## src/rtl/axi32_lite_arbiter.sv

```systemverilog
// Two-requester AXI4-Lite master: round-robin grant, one single-beat transaction
// in flight, read data / response returned to the granted requester.
module axi32_lite_arbiter #(
    parameter int datawidth = 32,
    parameter int addrwidth = 8
) (
    input  logic                         s_axi_clk_in,
    input  logic                         s_axi_reset_n_in,
    input  logic [1:0]                   req_valid_in,
    output logic [1:0]                   req_ready_out,
    input  logic [1:0]                   req_wr_in,
    input  logic [2*addrwidth-1:0]       req_addr_in,
    input  logic [2*datawidth-1:0]       req_wdata_in,
    input  logic [2*(datawidth/8)-1:0]   req_wstrb_in,
    output logic [1:0]                   rsp_done_out,
    output logic [datawidth-1:0]         rsp_rdata_out,
    output logic [1:0]                   rsp_resp_out,
    output logic [addrwidth-1:0]         m_axi_awaddr_out,
    output logic                         m_axi_awvalid_out,
    input  logic                         m_axi_awready_in,
    output logic [datawidth-1:0]         m_axi_wdata_out,
    output logic [datawidth/8-1:0]       m_axi_wstrb_out,
    output logic                         m_axi_wvalid_out,
    input  logic                         m_axi_wready_in,
    input  logic [1:0]                   m_axi_bresp_in,
    input  logic                         m_axi_bvalid_in,
    output logic                         m_axi_bready_out,
    output logic [addrwidth-1:0]         m_axi_araddr_out,
    output logic                         m_axi_arvalid_out,
    input  logic                         m_axi_arready_in,
    input  logic [datawidth-1:0]         m_axi_rdata_in,
    input  logic [1:0]                   m_axi_rresp_in,
    input  logic                         m_axi_rvalid_in,
    output logic                         m_axi_rready_out
);

    localparam int sw = datawidth / 8;

    localparam logic [2:0] ST_IDLE  = 3'd0;
    localparam logic [2:0] ST_WADDR = 3'd1;
    localparam logic [2:0] ST_WRESP = 3'd2;
    localparam logic [2:0] ST_RADDR = 3'd3;
    localparam logic [2:0] ST_RDATA = 3'd4;

    logic [2:0]           state_q, state_d;
    logic                 last_q, last_d;
    logic [addrwidth-1:0] addr_q, addr_d;
    logic [datawidth-1:0] wdata_q, wdata_d;
    logic [sw-1:0]        wstrb_q, wstrb_d;
    logic                 awvalid_q, awvalid_d;
    logic                 wvalid_q, wvalid_d;
    logic                 arvalid_q, arvalid_d;
    logic [1:0]           done_q, done_d;
    logic [datawidth-1:0] rdata_q, rdata_d;
    logic [1:0]           resp_q, resp_d;

    logic gnt_sel;
    logic accept;
    logic wr_sel;
    logic [1:0] gnt_onehot;

    // On a tie the requester that did not win last time is chosen; last_q resets
    // to 1 so requester 0 wins the first tie.
    assign gnt_sel    = (&req_valid_in) ? ~last_q : (req_valid_in[1] & ~req_valid_in[0]);
    assign gnt_onehot = gnt_sel ? 2'b10 : 2'b01;
    assign accept     = (state_q == ST_IDLE) && (|req_valid_in) && s_axi_reset_n_in;
    assign wr_sel     = gnt_sel ? req_wr_in[1] : req_wr_in[0];

    always_comb begin
        // NOTE: every _d gets its hold value first so no path through the case infers a latch.
        state_d   = state_q;
        last_d    = last_q;
        addr_d    = addr_q;
        wdata_d   = wdata_q;
        wstrb_d   = wstrb_q;
        awvalid_d = awvalid_q;
        wvalid_d  = wvalid_q;
        arvalid_d = arvalid_q;
        done_d    = 2'b00;
        rdata_d   = rdata_q;
        resp_d    = resp_q;

        case (state_q)
            ST_IDLE: begin
                if (accept) begin
                    last_d  = gnt_sel;
                    addr_d  = gnt_sel ? req_addr_in[2*addrwidth-1:addrwidth] : req_addr_in[addrwidth-1:0];
                    wdata_d = gnt_sel ? req_wdata_in[2*datawidth-1:datawidth] : req_wdata_in[datawidth-1:0];
                    wstrb_d = gnt_sel ? req_wstrb_in[2*sw-1:sw] : req_wstrb_in[sw-1:0];
                    if (wr_sel) begin
                        awvalid_d = 1'b1;
                        wvalid_d  = 1'b1;
                        state_d   = ST_WADDR;
                    end else begin
                        arvalid_d = 1'b1;
                        state_d   = ST_RADDR;
                    end
                end
            end
            ST_WADDR: begin
                // AW and W complete independently; leave only once both are gone.
                if (m_axi_awready_in) awvalid_d = 1'b0;
                if (m_axi_wready_in)  wvalid_d  = 1'b0;
                if (!awvalid_d && !wvalid_d) state_d = ST_WRESP;
            end
            ST_WRESP: begin
                if (m_axi_bvalid_in) begin
                    done_d  = last_q ? 2'b10 : 2'b01;
                    rdata_d = '0;
                    resp_d  = m_axi_bresp_in;
                    state_d = ST_IDLE;
                end
            end
            ST_RADDR: begin
                if (m_axi_arready_in) begin
                    arvalid_d = 1'b0;
                    state_d   = ST_RDATA;
                end
            end
            ST_RDATA: begin
                if (m_axi_rvalid_in) begin
                    done_d  = last_q ? 2'b10 : 2'b01;
                    rdata_d = m_axi_rdata_in;
                    resp_d  = m_axi_rresp_in;
                    state_d = ST_IDLE;
                end
            end
            default: state_d = ST_IDLE;
        endcase
    end

    // NOTE: sequential state uses non-blocking assignments so every flop samples pre-edge values.
    always_ff @(posedge s_axi_clk_in or negedge s_axi_reset_n_in) begin
        if (!s_axi_reset_n_in) begin
            state_q   <= ST_IDLE;
            last_q    <= 1'b1;
            addr_q    <= '0;
            wdata_q   <= '0;
            wstrb_q   <= '0;
            awvalid_q <= 1'b0;
            wvalid_q  <= 1'b0;
            arvalid_q <= 1'b0;
            done_q    <= 2'b00;
            rdata_q   <= '0;
            resp_q    <= 2'b00;
        end else begin
            state_q   <= state_d;
            last_q    <= last_d;
            addr_q    <= addr_d;
            wdata_q   <= wdata_d;
            wstrb_q   <= wstrb_d;
            awvalid_q <= awvalid_d;
            wvalid_q  <= wvalid_d;
            arvalid_q <= arvalid_d;
            done_q    <= done_d;
            rdata_q   <= rdata_d;
            resp_q    <= resp_d;
        end
    end

    assign req_ready_out     = accept ? gnt_onehot : 2'b00;
    assign rsp_done_out      = done_q;
    assign rsp_rdata_out     = rdata_q;
    assign rsp_resp_out      = resp_q;
    assign m_axi_awaddr_out  = addr_q;
    assign m_axi_awvalid_out = awvalid_q;
    assign m_axi_wdata_out   = wdata_q;
    assign m_axi_wstrb_out   = wstrb_q;
    assign m_axi_wvalid_out  = wvalid_q;
    assign m_axi_bready_out  = (state_q == ST_WRESP);
    assign m_axi_araddr_out  = addr_q;
    assign m_axi_arvalid_out = arvalid_q;
    assign m_axi_rready_out  = (state_q == ST_RDATA);

endmodule

```

## config.mk

```make
export PLATFORM = sky130hd
export DESIGN_NAME = axi32_lite_arbiter
export DESIGN_NICKNAME = d
export VERILOG_FILES = /design/src/rtl/axi32_lite_arbiter.sv
export SDC_FILE = /design/constraint.sdc
export NUM_CORES = 1
export LEC_CHECK = 0
export CORE_UTILIZATION = 35
export DETAILED_ROUTE_END_ITERATION = 8
export MAX_ROUTING_LAYER = met4
export PLACE_DENSITY = 0.72
export SYNTH_ARGS = -nofsm -noshare
export SYNTH_HDL_FRONTEND = slang
export SYNTH_SLANG_ARGS = --single-unit
```

## constraint.sdc

```tcl
create_clock -name s_axi_clk_in -period 2.03 [get_ports s_axi_clk_in]
set_input_delay 0.406 -clock s_axi_clk_in [delete_from_list [all_inputs] [get_ports s_axi_clk_in]]
set_output_delay 0.406 -clock s_axi_clk_in [all_outputs]
set_load 0.02 [all_outputs]
```

==> impl_summary.md <==
Yosys
The number of flops mapped to enable cells by yosys is 0. For this run, the number of Yosys warnings is 0. The number of library cell types mapped by synthesis is 32. The sequential element share of the synthesized area is 54.1%.

The area share of the leading cell type in the synthesized netlist is 53.4%. After synthesis, the share of flip-flops with an asynchronous set or reset is 100%. The cell type contributing the most total cell area after synthesis is dfrtp_1. The cell with the most instances after synthesis is nand2_1. After synthesis the cells add up to 0.00403 mm^2.

In the post-synthesis netlist, the biggest area contributors are dfrtp_1 (53%), mux2i_1 (12%), nand2_1 (10%). The count of mapped cells out of synthesis is 396. The number of storage elements in the synthesis netlist is 87. Counting instances in the post-synthesis netlist gives the leading cell types as nand2_1 (111), dfrtp_1 (86), o21ai_1 (64). The synthesized area per cell is 10.2 um^2.

Synthesis produced a netlist with a net count of 531. Among all flip-flop cells after synthesis, the most frequent one is dfrtp_1.

Routing
Before antenna repair, the detailed router went through 4 iterations. The top metal layer carrying routed signals is met4. The total wirelength of the detailed-routed design is 11,900 um. The first routing iteration left 158 violations. The wire length per cell is 15.6 um.

The total number of vias is 3,612. In the final routing, the length of wire on met1 measures 4580 um. Using the TritonRoute via totals, the vias-per-cell ratio works out to 4.73. The detailed route wirelength on metal3 is 1370 um. The number of DRC violations after detailed routing is 0. The count of nets left with antenna violations once routing finished came out at 0. The detailed route wirelength on metal2 is 5820 um.

Worst setup path
The critical path contains buffers and inverters numbering 3 combined. The gate family responsible for the most delay along the worst path is buffers and inverters. The kind of end point of the critical path is an output port.

The critical path goes through buf_4 > or3b_4 > clkinv_4 > buf_2. Data on the critical path is required at its endpoint by 1620 ps. The critical path class is flop to output port. On the critical path, the stage with the largest delay is an instance of or3b_4. The worst setup path is launched from a flop. The largest driver fanout on the critical path is 8. The maximum single-stage delay on the critical path is 400 ps. At the worst endpoint, the arrival time is 1510 ps.

Run
The total of max-cap violations is 0.

Worst hold path
The min-delay analysis places its worst path in the category input port to asynchronous set/reset pin.

Floorplanning
The width of the chip is 109 um. In this run the standard cell core region covers 0.0110 mm^2. For this design the top-level I/O count stands at 230. The number of placement rows is 38.

The initial core utilization is 36.5%. The floorplan die area is 0.0119 mm^2. The floorplan step set the die height to 109 um.

Timing
The worst pin sits at a relative slew slack of 44.7%. At the pin with the least slew margin, the transition time is 830 ps. The number of hold violations in the final report is 0. The total count of max-transition violations in the final report is 0. Setup violations remaining at the end of the flow were counted as 0. The share of the cycle needed by the critical path after routing is 94.2%. The final clock skew is 6.30 ps. Setup repair after global routing left no endpoint under its margin. Subtracting the final worst setup slack from the clock period gives 1910 ps. Based on the critical path, the design can be clocked at up to 523 MHz.

CTS
The clock passes through at most 2 buffers. The number of sinks handled by clock tree synthesis is 87. The clock latency reported for the late side of the worst-skew pair is 330 ps.

The number of buffers added to fix hold violations after cts is 0. The clock root buffer is clkbuf_16. The CTS tree is done. Buffers inserted during clock tree synthesis total 9.

Clock-pin slew was measured on the worst setup and hold paths at 60 ps. The H-tree was split into 3 levels.

Cells and area
In the final layout, the multi-input gates occupy 0.00160 mm^2. The area growth from synthesis to layout is 66.0%. The footprint of the flip-flops and latches is 0.00218 mm^2. The fraction of final layout cells with drive strength greater than 1 is 9.31%. The filler cells instantiated in the layout total 937.

The net count reported at finish is 753. Cells fill 60.6% of the core in the end.

Power and ir drop
The standby leakage power is 2.90 nW. The power per cell area is 1200 mW/mm^2. The worst-case IR drop observed on VDD is 696 uV. The post-route total power is 0.00803 W.

GRT
The total overflow left after global routing is 0. The aggregate global-route resource usage is 20.7%. The initial antenna violation count is 1. The global-route wire length before repair is 18,100 um. The via count of the first global-routing pass came to 3,589.

Entering global routing, the biggest net connects 92 pins.

Placed design
Port buffering added 229 buffers. The weighted congestion reported at the end of routability-driven placement is 0.827. The wire-length estimate of the detail-placed layout is 9020 um.

Outcome
The flow ran to the end, and the final reports show no timing, DRC or antenna violations.
## final timing paths
| kind | start | to | slack (ps) | cells past startpoint |
|---|---|---|---|---|
| min in group s_axi_clk_in | rsp_rdata_out[24]$_DFFE_PN0P_ | rsp_rdata_out[24]$_DFFE_PN0P_ | 470 | 2 |
| worst min register to register | rsp_rdata_out[24]$_DFFE_PN0P_ | rsp_rdata_out[24]$_DFFE_PN0P_ | 470 | 2 |
| worst min-delay path | s_axi_reset_n_in | rsp_rdata_out[19]$_DFFE_PN0P_ | 180 | 2 |
| worst max register to register | state_q[0]$_DFFE_PN0P_ | rsp_rdata_out[30]$_DFFE_PN0P_ | 120 | 8 |
| max in group asynchronous | s_axi_reset_n_in | rsp_rdata_out[11]$_DFFE_PN0P_ | 890 | 3 |
| worst max-delay path | state_q[0]$_DFFE_PN0P_ | m_axi_rready_out | 120 | 4 |
## cell usage in the layout, fill, tap and decap left out, types with 2 or more instances in the layout
master,instances
a21oi_1,3
o22ai_1,2
clkbuf_16,9
clkbuf_1,5
buf_6,4
mux2i_1,46
a2bb2oi_1,2
o21ai_0,2
clkbuf_8,2
clkdlybuf4s50_1,222
nor3_1,3
nor2_1,4
nor2_2,2
a21o_1,2
nand2_1,111
dfrtp_1,86
o21ai_2,14
dlymetal6s2s_1,2
inv_1,3
nand2b_1,2
o21ai_1,65
buf_4,15
## kinds of logic after synthesis
| kind of cell | share of synthesized area (%) |
|---|---|
| mux | 11.7 |
| flops | 54.1 |
| simple gates | 12.7 |
| compound gates | 14.2 |
| buf+inv | 7.36 |
## per-layer routing
metal  vias up  track usage [%]
met5         -                -
met4         0             5.81
met3        11             6.88
met2       166             35.4
met1      1658             23.0
li1       1777                -
## per-stage QoR
stage	setup TNS, ps	instances	cell area (um^2)	setup WS [ps]	hold slack [ps]
after floorplan	0	396	4030	84.2	110
after global placement	-17970	747	6370	-667	461
after detailed placement	-19160	747	6370	-670	466
after CTS	-467	763	6670	-182	201
after global routing	0	764	6690	2.07	231
final	0	764	6690	119	178
## timing repair
item	4_1_cts	5_1_grt
gates resized for setup	22	10
setup endpoints to repair	50	87
pin swaps	1	3
buffers inserted	0	0
## final cells by class
cell class / count / area share, %
Multi-Input combinational cell: 270 / 23.9
Timing Repair Buffer: 246 / 36.5
Sequential cell: 87 / 32.6
Clock buffer: 16 / 4.06
Antenna cell: 1 / 0.0374
Inverter: 4 / 0.299
Tap cell: 140 / 2.62
## registers in the layout (all words and copies together), names as in the netlist
name               flops
rsp_rdata_out         32
rsp_done_out           2
last_q                 1
m_axi_wvalid_out       1
m_axi_araddr_out       8
m_axi_awvalid_out      1
m_axi_arvalid_out      1
rsp_resp_out           2
m_axi_wstrb_out        4
m_axi_wdata_out       32
state_q                3
## report_power, final
| group | internal (W) | total, W | switching [W] |
|---|---|---|---|
| sequential | 0.00232 | 0.00263 | 0.000318 |
| combinational | 0.00183 | 0.00386 | 0.00203 |
| clock | 0.000900 | 0.00153 | 0.000632 |
| total | 0.00505 | 0.00803 | 0.00298 |
No activity file was read; power rests on OpenSTA's default activity.
